$ cat config.mk
export PLATFORM = sky130hd
export DESIGN_NAME = alu_share_arbiter_flat
export DESIGN_NICKNAME = d
export VERILOG_FILES = /design/src/rtl/alu_share_pkg.sv /design/src/rtl/alu_share_arbiter_if.sv /design/src/rtl/alu_share_core.sv /design/src/rtl/alu_share_arbiter.sv /design/src/flat_wrapper.sv
export SDC_FILE = /design/constraint.sdc
export NUM_CORES = 1
export LEC_CHECK = 0
export ABC_AREA = 1
export BUFFER_PORTS_ARGS = -buffer_cell sky130_fd_sc_hd__buf_2
export CAP_MARGIN = 15
export CORE_ASPECT_RATIO = 1.25
export CORE_MARGIN = 2
export CORE_UTILIZATION = 56
export CTS_BUF_LIST = sky130_fd_sc_hd__clkbuf_8
export DETAILED_ROUTE_END_ITERATION = 10
export HOLD_SLACK_MARGIN = 0.15
export PLACE_DENSITY_LB_ADDON = 0.3
export SYNTH_ARGS = -nofsm -noshare
export SYNTH_HDL_FRONTEND = slang
export SYNTH_SLANG_ARGS = --single-unit
$ cat constraint.sdc
create_clock -name clk -period 3.1 [get_ports clk]
set_input_delay 0.31 -clock clk [delete_from_list [all_inputs] [get_ports clk]]
set_output_delay 0.31 -clock clk [all_outputs]
set_load 0.01 [all_outputs]
$ cat src/rtl/alu_share_pkg.sv
// Shared types for the two-requester ALU arbiter: opcodes, FSM states, opcode width.
package alu_share_pkg;

    localparam int unsigned OP_W = 3;

    typedef enum logic [OP_W-1:0] {
        OpAdd  = 3'b000,
        OpSub  = 3'b001,
        OpAnd  = 3'b010,
        OpOr   = 3'b011,
        OpXor  = 3'b100,
        OpNot  = 3'b101,
        OpPass = 3'b110,
        OpSltu = 3'b111
    } op_e;

    typedef enum logic [0:0] {
        StEmpty = 1'b0,
        StFull  = 1'b1
    } state_e;

endpackage

$ cat src/rtl/alu_share_arbiter_if.sv
// Request/response bundle between the two issue front ends, the arbiter and the consumer.
interface alu_share_arbiter_if #(
    parameter int unsigned WIDTH = 8
);
    import alu_share_pkg::*;

    logic             req0_valid;
    logic             req0_ready;
    logic [OP_W-1:0]  req0_op;
    logic [WIDTH-1:0] req0_a;
    logic [WIDTH-1:0] req0_b;

    logic             req1_valid;
    logic             req1_ready;
    logic [OP_W-1:0]  req1_op;
    logic [WIDTH-1:0] req1_a;
    logic [WIDTH-1:0] req1_b;

    logic             rsp_valid;
    logic             rsp_ready;
    logic [WIDTH-1:0] rsp_data;
    logic             rsp_id;
    logic             rsp_zero;
    logic             rsp_carry;

    modport master (
        output req0_valid, req0_op, req0_a, req0_b,
        output req1_valid, req1_op, req1_a, req1_b,
        output rsp_ready,
        input  req0_ready, req1_ready,
        input  rsp_valid, rsp_data, rsp_id, rsp_zero, rsp_carry
    );

    modport slave (
        input  req0_valid, req0_op, req0_a, req0_b,
        input  req1_valid, req1_op, req1_a, req1_b,
        input  rsp_ready,
        output req0_ready, req1_ready,
        output rsp_valid, rsp_data, rsp_id, rsp_zero, rsp_carry
    );

endinterface

$ cat src/rtl/alu_share_core.sv
// Combinational ALU: one op per cycle on the selected operand set, with carry and zero flags.
module alu_share_core
    import alu_share_pkg::*;
#(
    parameter int unsigned WIDTH = 8
) (
    input  op_e              op_i,
    input  logic [WIDTH-1:0] a_i,
    input  logic [WIDTH-1:0] b_i,
    output logic [WIDTH-1:0] y_o,
    output logic             carry_o,
    output logic             zero_o
);

    logic [WIDTH:0] sum;
    logic [WIDTH:0] diff;
    logic           lt;

    assign sum  = {1'b0, a_i} + {1'b0, b_i};
    assign diff = {1'b0, a_i} - {1'b0, b_i};
    // The borrow out of the widened subtract is exactly unsigned a < b.
    assign lt   = diff[WIDTH];

    always_comb begin
        y_o     = '0;
        carry_o = 1'b0;
        unique case (op_i)
            OpAdd: begin
                y_o     = sum[WIDTH-1:0];
                carry_o = sum[WIDTH];
            end
            OpSub: begin
                y_o     = diff[WIDTH-1:0];
                carry_o = lt;
            end
            OpAnd:   y_o = a_i & b_i;
            OpOr:    y_o = a_i | b_i;
            OpXor:   y_o = a_i ^ b_i;
            OpNot:   y_o = ~a_i;
            OpPass:  y_o = a_i;
            OpSltu:  y_o = {{(WIDTH-1){1'b0}}, lt};
            default: y_o = '0;
        endcase
    end

    assign zero_o = (y_o == '0);

endmodule

$ cat src/rtl/alu_share_arbiter.sv
// Round-robin share of one ALU between two requesters, result held in a one-deep
// valid/ready output register.
module alu_share_arbiter
    import alu_share_pkg::*;
#(
    parameter int unsigned WIDTH = 8
) (
    input logic               clk,
    input logic               rst,
    alu_share_arbiter_if.slave bus
);

    state_e           state_q, state_d;
    logic             last_grant_q, last_grant_d;
    logic [WIDTH-1:0] data_q, data_d;
    logic             id_q, id_d;
    logic             zero_q, zero_d;
    logic             carry_q, carry_d;

    logic             can_accept;
    logic             grant;
    logic             accept;
    op_e              sel_op;
    logic [WIDTH-1:0] sel_a, sel_b;
    logic [WIDTH-1:0] alu_y;
    logic             alu_carry, alu_zero;

    // Contention goes to whoever did not win last; a lone requester always wins.
    always_comb begin
        grant = 1'b0;
        if (bus.req0_valid && bus.req1_valid) begin
            grant = ~last_grant_q;
        end else if (bus.req1_valid) begin
            grant = 1'b1;
        end
    end

    assign can_accept     = (state_q == StEmpty) | bus.rsp_ready;
    assign bus.req0_ready = can_accept & ~grant;
    assign bus.req1_ready = can_accept & grant;
    assign accept         = can_accept & (grant ? bus.req1_valid : bus.req0_valid);

    assign sel_op = grant ? op_e'(bus.req1_op) : op_e'(bus.req0_op);
    assign sel_a  = grant ? bus.req1_a : bus.req0_a;
    assign sel_b  = grant ? bus.req1_b : bus.req0_b;

    alu_share_core #(
        .WIDTH (WIDTH)
    ) u_core (
        .op_i    (sel_op),
        .a_i     (sel_a),
        .b_i     (sel_b),
        .y_o     (alu_y),
        .carry_o (alu_carry),
        .zero_o  (alu_zero)
    );

    // FSM: state register
    always_ff @(posedge clk) begin
        if (rst) begin
            state_q <= StEmpty;
        end else begin
            state_q <= state_d;
        end
    end

    // FSM: next state
    always_comb begin
        state_d = state_q;
        unique case (state_q)
            StEmpty: if (accept) state_d = StFull;
            StFull:  if (bus.rsp_ready && !accept) state_d = StEmpty;
            default: state_d = StEmpty;
        endcase
    end

    // FSM: outputs
    always_comb begin
        bus.rsp_valid = (state_q == StFull);
    end

    always_comb begin
        last_grant_d = last_grant_q;
        data_d       = data_q;
        id_d         = id_q;
        zero_d       = zero_q;
        carry_d      = carry_q;
        if (accept) begin
            last_grant_d = grant;
            data_d       = alu_y;
            id_d         = grant;
            zero_d       = alu_zero;
            carry_d      = alu_carry;
        end
    end

    // last_grant resets to 1 so requester 0 wins the first contention.
    always_ff @(posedge clk) begin
        if (rst) begin
            last_grant_q <= 1'b1;
            data_q       <= '0;
            id_q         <= 1'b0;
            zero_q       <= 1'b0;
            carry_q      <= 1'b0;
        end else begin
            last_grant_q <= last_grant_d;
            data_q       <= data_d;
            id_q         <= id_d;
            zero_q       <= zero_d;
            carry_q      <= carry_d;
        end
    end

    assign bus.rsp_data  = data_q;
    assign bus.rsp_id    = id_q;
    assign bus.rsp_zero  = zero_q;
    assign bus.rsp_carry = carry_q;

endmodule
$ cat src/flat_wrapper.sv
// flat-port wrapper written by rule: the top's interface ports become plain ports
module alu_share_arbiter_flat import alu_share_pkg::*;
#(
    parameter int unsigned WIDTH = 8
)
  (clk, rst, bus_req0_valid, bus_req0_op, bus_req0_a, bus_req0_b, bus_req1_valid, bus_req1_op, bus_req1_a, bus_req1_b, bus_rsp_ready, bus_req0_ready, bus_req1_ready, bus_rsp_valid, bus_rsp_data, bus_rsp_id, bus_rsp_zero, bus_rsp_carry);
  alu_share_arbiter_if #(.WIDTH(WIDTH)) bus_i ();
  input logic clk;
  input logic rst;
  input wire logic [$bits(bus_i.req0_valid)-1:0] bus_req0_valid;
  input wire logic [$bits(bus_i.req0_op)-1:0] bus_req0_op;
  input wire logic [$bits(bus_i.req0_a)-1:0] bus_req0_a;
  input wire logic [$bits(bus_i.req0_b)-1:0] bus_req0_b;
  input wire logic [$bits(bus_i.req1_valid)-1:0] bus_req1_valid;
  input wire logic [$bits(bus_i.req1_op)-1:0] bus_req1_op;
  input wire logic [$bits(bus_i.req1_a)-1:0] bus_req1_a;
  input wire logic [$bits(bus_i.req1_b)-1:0] bus_req1_b;
  input wire logic [$bits(bus_i.rsp_ready)-1:0] bus_rsp_ready;
  output wire logic [$bits(bus_i.req0_ready)-1:0] bus_req0_ready;
  output wire logic [$bits(bus_i.req1_ready)-1:0] bus_req1_ready;
  output wire logic [$bits(bus_i.rsp_valid)-1:0] bus_rsp_valid;
  output wire logic [$bits(bus_i.rsp_data)-1:0] bus_rsp_data;
  output wire logic [$bits(bus_i.rsp_id)-1:0] bus_rsp_id;
  output wire logic [$bits(bus_i.rsp_zero)-1:0] bus_rsp_zero;
  output wire logic [$bits(bus_i.rsp_carry)-1:0] bus_rsp_carry;
  assign bus_i.req0_valid = bus_req0_valid;
  assign bus_i.req0_op = bus_req0_op;
  assign bus_i.req0_a = bus_req0_a;
  assign bus_i.req0_b = bus_req0_b;
  assign bus_i.req1_valid = bus_req1_valid;
  assign bus_i.req1_op = bus_req1_op;
  assign bus_i.req1_a = bus_req1_a;
  assign bus_i.req1_b = bus_req1_b;
  assign bus_i.rsp_ready = bus_rsp_ready;
  assign bus_req0_ready = bus_i.req0_ready;
  assign bus_req1_ready = bus_i.req1_ready;
  assign bus_rsp_valid = bus_i.rsp_valid;
  assign bus_rsp_data = bus_i.rsp_data;
  assign bus_rsp_id = bus_i.rsp_id;
  assign bus_rsp_zero = bus_i.rsp_zero;
  assign bus_rsp_carry = bus_i.rsp_carry;
  alu_share_arbiter #(.WIDTH(WIDTH)) u_core (.clk(clk), .rst(rst), .bus(bus_i));
endmodule
Word-level counts from Yosys, hierarchy flattened

Cells that the tools add are included.

Add/subtract/negate cells: 2
$mul: 0
Divide/modulo/power cells: 0
Magnitude comparators: 0
Eq/ne operators: 7
Shift-type cells: 0
Mux-type cells: 11
Bitwise gates (word level): 11
Reduce and logical (&&, ||, !) cells: 5

Operator list:

| operator                                      | number |
|---|---|
| case mux 8 bit (8 select lines)               | 1 |
| two-way mux 8 bit                             | 2 |
| == test 3 bit, second input constant          | 4 |
| adder 8 x 8 -> 9 bit                          | 1 |
| subtractor 8 x 8 -> 9 bit                     | 1 |
| AND 8 bit                                     | 1 |
| logical NOT 8 bit                             | 1 |
| inverter 8 bit                                | 1 |
| OR 8 bit                                      | 1 |
| bitwise XOR 8 bit                             | 1 |
| == test 3 x 2 -> 1 bit, second input constant | 2 |
| two-way mux 1 bit                             | 5 |
| case mux 1 bit (2 select lines)               | 2 |
| AND 1 bit                                     | 3 |
| == test 3 x 1 -> 1 bit, second input constant | 1 |
| logical NOT 3 bit                             | 1 |
| two-way mux 3 bit                             | 1 |
| inverter 1 bit                                | 3 |
| logical AND 1 bit                             | 2 |
| logical NOT 1 bit                             | 1 |
| OR 1 bit                                      | 1 |

Register bits after elaboration: 13
Latch bits: 0
Bits in writable memories: 0
Bits in read-only memories: 0
Bits of input ports: 43
Output and inout port bits: 14
Word-level logic and storage cells: 42
Memories: 0

Logic depth before layout (Yosys ltp)

Depth after elaboration: 8
Mapped depth: 22
Mapped depth without buffers: 22

Hierarchy

A second synthesis with hierarchy kept.

Cells, all modules: 393
Area total of the unflattened synthesis: 2205.9 µm²

By module, submodules not included:

| module            | times used | cells each | area each (µm²) | sequential area each (µm²) |
|---|---|---|---|---|
| alu_share_core    | 1          | 254        | 1360.1          | 0.0 |
| alu_share_arbiter | 1          | 139        | 845.8           | 260.2 |

Worst setup path after synthesis

OpenSTA, ideal clock, no wires.

Kind: input -> register
From: input bus_req1_valid
To: register u_core.zero_q, in the netlist u_core.bus.rsp_zero
Library setup time: 0.066 ns
Data arrival time: 2.753 ns
Data required time: 3.034 ns
Setup slack: 0.281 ns
Stages on the path: 17
Path buffers: 3
Cell sequence: buf_4 -> nand2_8 -> buf_4 -> clkbuf_1 -> o21ai_0 -> ha_1 -> o21ai_0 -> nand3_1 -> nand3_1 -> nand2_1 -> a21oi_1 -> nand2_1 -> nor2_2 -> nand2_1 -> nor2_1 -> nand2_1 -> a21oi_2

Longest elaborated chain between the ends: 6
Elaborated cells on any way between the ends: 24
Classes of those cells: 2 x add/sub; 7 x eq/ne; 7 x mux; 5 x bitwise; 3 x reduce/logical

RTL lines:

| element                                                       | RTL line                                         | text |
|---|---|---|
| from (decl)                                                   | flat_wrapper.sv:14                               | `input wire logic [$bits(bus_i.req1_valid)-1:0] bus_req1_valid;` |
| two-way mux 1 bit / logical AND 1 bit (equally long branches) | alu_share_arbiter.sv:33, alu_share_arbiter.sv:31 |  |
| two-way mux 1 bit                                             | alu_share_arbiter.sv:31                          | `if (bus.req0_valid && bus.req1_valid) begin` |
| two-way mux 8 bit, or another cell as far along               | alu_share_arbiter.sv:44                          | `assign sel_a = grant ? bus.req1_a : bus.req0_a;` |
| subtractor 8 x 8 -> 9 bit, or another cell as far along       | alu_share_core.sv:20                             | `assign diff = {1'b0, a_i} - {1'b0, b_i};` |
| case mux 8 bit (8 select lines)                               | alu_share_core.sv:27                             | `unique case (op_i)` |
| logical NOT 8 bit                                             | alu_share_core.sv:46                             | `assign zero_o = (y_o == '0);` |
| to (signal assigned)                                          | alu_share_arbiter.sv:109                         | `zero_q <= zero_d;` |
| to (decl)                                                     | alu_share_arbiter.sv:17                          | `logic zero_q, zero_d;` |

Several ways; a longest one is shown, not always the timed one.
A chain may end at the register's enable or synchronous reset.

Final worst setup path

From: register u_core.last_grant_q
To: register u_core.data_q[4], in the netlist u_core.bus.rsp_data[4]

Longest elaborated chain between the ends: 5
Elaborated cells on any way between the ends: 22
Classes of those cells: 2 x add/sub; 7 x eq/ne; 6 x mux; 6 x bitwise; 1 x reduce/logical

RTL lines:

| element                                                 | RTL line                 | text |
|---|---|---|
| from (decl)                                             | alu_share_arbiter.sv:14  | `logic last_grant_q, last_grant_d;` |
| from (signal assigned)                                  | alu_share_arbiter.sv:106 | `last_grant_q <= last_grant_d;` |
| inverter 1 bit *                                        | alu_share_arbiter.sv:32  | `grant = ~last_grant_q;` |
| two-way mux 1 bit *                                     | alu_share_arbiter.sv:31  |  |
| two-way mux 8 bit, or another cell as far along         | alu_share_arbiter.sv:44  |  |
| subtractor 8 x 8 -> 9 bit, or another cell as far along | alu_share_core.sv:20     |  |
| case mux 8 bit (8 select lines)                         | alu_share_core.sv:27     |  |
| to (signal assigned)                                    | alu_share_arbiter.sv:107 | `data_q <= data_d;` |
| to (decl)                                               | alu_share_arbiter.sv:15  | `logic [WIDTH-1:0] data_q, data_d;` |

Mark *: on every way between the ends. The rest lies on a longest branch, timed or not.

==> out/metrics.csv <==
stage,metric,value,unit
run_status,status,"finished, final reports clean",
yosys,syn nets,458,
critical_path,Most common cell on crit path,nand2_1,
place,Placement Cell Area,2560,µm²
timing,Slew Limit Fails,0,
drt,Avg WL per Cell,12.5,µm
power_and_ir_drop,VDD IR max,0.330,mV
critical_path,Critical Path End Type,flip-flop,
timing,FMAX,352,MHz
global_route,GRT Total Usage,30.2,%
place,GPL Wtd Cong,0.956,
critical_path,max incr delay on CP,0.37,ns
global_route,first-pass GRT wire length,10500,µm
timing,final setup fails,0,
timing,period utilisation layout,91.7,%
critical_path,CP cell instances,nand2_4 > nand2_8 > inv_1 > or2_2 > o21ai_2 > inv_1 > ha_2 > fa_1 > inv_1 > nand2_1 > nand2_1 > nand2_1 > xor2_1 > nor2_1 > nor2_1 > nand2_1 > nor2_2 > buf_4 > nand2_1 > o211ai_1 > inv_1,
drt,DR iter-0 viols,133,
yosys,Seq cells post-synth,13,
clock_network,Hold Buf Count CTS,0,
drt,vias per std cell,5.23,
timing,setup ws final,0.256,ns
critical_path,critical-path maximum fanout,10,
finish,"Core Util, Final",69.3,%
critical_path,critical path's top delay family,simple AND/OR/NAND/NOR gates,
critical_path,CP startpoint kind,flip-flop,
die,IO Count,57,
clock_network,CTS sink cnt,13,
yosys,post-synthesis cell type count,37,
global_route,pin count of the biggest net entering global routing,23,
finish,share of cells above drive strength 1,22.6,%
clock_network,clock tree from TritonCTS,done,
yosys,most common cell in the netlist,nand2_1,
clock_network,Max clock buf depth,2,
finish,synth-to-layout area growth,17.2,%
critical_path,R2R Setup Slk,0.26,ns
yosys,syn_area_per_cell,5.80,µm²
global_route,vias in the first global route,2483,
die,core area,3820,µm²
critical_path,Crit-path slowest cell,fa_1,
clock_network,clock insertion delay at the later pin of the skew report,0.24,ns
die,initial core utilization,59.1,%
place,pre-CTS WS,0.126,ns
timing,min cycle time layout,2.84,ns
finish,fin area,2650,µm²
drt,Antenna Violating Nets Remaining,0,
critical_path,CP endpoint,u_core.bus.rsp_data[4]$_SDFFE_PP0P_,
drt,DR vias,2613,
timing,Slew headroom,68.5,%
critical_path,CP startpoint,u_core.last_grant_q$_SDFFE_PP1P_,
timing,Worst Skew,0.00276,ns
die,Die Wd,60.8,µm
drt,TritonRoute pass-1 iters,5,
yosys,area share of the largest cell type after synthesis,17.3,%
critical_path,worst flop-to-flop path startpoint,u_core.last_grant_q$_SDFFE_PP1P_,
finish,register area,262,µm²
yosys,YS warnings,0,
critical_path,Worst R2R End,u_core.bus.rsp_data[4]$_SDFFE_PP0P_,
global_route,antenna violations before repair,0,
die,Cell Rows,25,
power_and_ir_drop,PwrDens,346,nW/µm²
finish,Ant. Diodes,0,
die,Die ar.,4560,µm²
clock_network,clock root buffer,clkbuf_8,
timing,final hold vios,0,
finish,Nets,516,
timing,slew at the pin with the worst max-slew slack,0.470,ns
yosys,"area leader, netlist",nand2_1,
yosys,Post-synth top cells,"nand2_1 (104), inv_1 (65), nor2_1 (43)",
critical_path,critical path depth,21,
critical_path,"Buf+Inv Stages, Crit Path",5,
finish,Filler cells,389,
drt,# DRC,0,
power_and_ir_drop,Leakage Power,1.59,nW
drt,WL final,6260,µm
hold_path,worst min-delay path category,primary input to flip-flop,
yosys,top_reg_cell synth,dfxtp_1,
finish,area of the multi-input gates,1660,µm²
yosys,Netlist Area Pre-Place,2260,µm²
flow_run,Max-Cap Viols,0,
critical_path,Worst Reg-to-Reg Cells,21,
yosys,sequential area share after synthesis,11.5,%
critical_path,worst path arrival time,2.97,ns
yosys,"EDFF count, synth",0,
critical_path,worst path required time,3.23,ns
global_route,GRT overflow,0,
yosys,Async SR Flop Fraction,0,%
yosys,dominant cells by area after synthesis,"nand2_1 (17%), ha_1 (13%), dfxtp_1 (12%), inv_1 (11%), nor2_1 (7.2%)",
yosys,cell count after synthesis,389,
clock_network,Clock transition at path regs,0.05,ns
power_and_ir_drop,total power,917,µW
place,detailed placement HPWL,5150,µm
critical_path,Setup CP Type,flip-flop to flip-flop,
clock_network,Num CTS Buffers,3,
die,Die Ht,75.0,µm
clock_network,# H-tree levels,1,
place,Port Buffers,56,
cells in the final DEF, fill, tap and decap left out:
master | netlist | layout
fa_1 | 2 | 2
or2_2 | 4 | 4
clkinv_1 | 1 | 1
nand2_8 | 1 | 1
nand3_2 | 1 | 1
a21oi_2 | 1 | 1
buf_2 | 5 | 56
nand3_1 | 27 | 27
o21a_1 | 2 | 2
nand2_4 | 4 | 4
o21bai_1 | 2 | 2
nand2_2 | 5 | 5
dfxtp_2 | 0 | 1
a31oi_1 | 1 | 1
o21ai_2 | 5 | 6
ha_2 | 0 | 1
a21oi_1 | 18 | 18
nor2_2 | 2 | 3
clkbuf_8 | 0 | 3
nor3_1 | 3 | 3
or2_1 | 1 | 1
inv_1 | 65 | 66
inv_2 | 5 | 5
o221ai_1 | 1 | 1
xnor2_1 | 1 | 1
xor2_1 | 3 | 3
nor2_1 | 43 | 42
buf_4 | 2 | 9
nor2_4 | 1 | 1
o21ai_1 | 1 | 2
dfxtp_1 | 13 | 12
ha_1 | 24 | 23
o211ai_1 | 6 | 6
o21ai_0 | 13 | 11
or2_0 | 1 | 1
nand2_1 | 104 | 104
nand4_1 | 15 | 15
nand3b_1 | 1 | 1
repair_timing:
item | in CTS | in global routing
setup endpoints to repair | 0 | 3
resized for setup | 0 | 6
setup buffers | 0 | 4
worst min path at each step:
stage	from	endpoint	depth (start not counted)
3_3_place_gp	u_core.bus.rsp_id$_SDFFE_PP0P_	u_core.bus.rsp_id$_SDFFE_PP0P_	2
4_1_cts	rst	u_core.bus.rsp_zero$_SDFFE_PP0P_	2
5_1_grt	rst	u_core.bus.rsp_zero$_SDFFE_PP0P_	2
6_report	rst	u_core.bus.rsp_zero$_SDFFE_PP0P_	2
2_1_floorplan	rst	u_core.bus.rsp_zero$_SDFFE_PP0P_	1
3_5_place_dp	u_core.bus.rsp_id$_SDFFE_PP0P_	u_core.bus.rsp_id$_SDFFE_PP0P_	2
cell families (layout without fill, tap and decap cells):
family                   Yosys count  count (layout)  share of synthesized area (%)
AND/OR/NAND/NOR                  213             213                           43.0
XOR/XNOR                           4               4                           1.55
adder cells (fa/ha/maj)           26              26                           15.1
flip-flops                        13              13                           11.5
AO/OA/AOI/OAI                     50              50                           13.4
buffers and inverters             83             140                           15.4
through the flow:
stage | hold WS, ns | setup TNS (ns) | instances
3_5_place_dp | 0.472 | 0 | 492
3_3_place_gp | 0.449 | 0 | 492
5_1_grt | 0.317 | -0.0125 | 500
6_report | 0.310 | 0 | 500
4_1_cts | 0.307 | 0 | 496
2_1_floorplan | 0.372 | 0 | 389
state kept, by name, indices dropped and copies added, names as in the netlist:
| register | cells |
|---|---|
| u_core.bus.rsp_carry | 1 |
| u_core.bus.rsp_data | 8 |
| u_core.bus.rsp_id | 1 |
| u_core.bus.rsp_valid | 1 |
| u_core.bus.rsp_zero | 1 |
| u_core.last_grant_q | 1 |
power by group:
part / internal (mW) / leakage [nW] / switching [mW]
Sequential: 0.187 / 0.108 / 0.0104
Combinational: 0.211 / 1.46 / 0.364
Clock: 0.0873 / 0.0269 / 0.0578
routing by layer:
layer  vias to the layer above  share of wire, %  GRT usage, %
met5                         -                 0             0
met4                         0               3.4          17.1
met3                        20               5.1          4.12
met2                        93                52          54.8
met1                      1153                39          32.7
li1                       1347                 -             -
cell type report:
type,instances,area share [%]
Clock inverter,1,0.142
Inverter,71,10.1
Sequential cell,13,9.88
Clock buffer,3,1.56
Timing Repair Buffer,65,13.1
Tap cell,54,2.55
Multi-Input combinational cell,293,62.6
(Power assumes the default switching activity.)
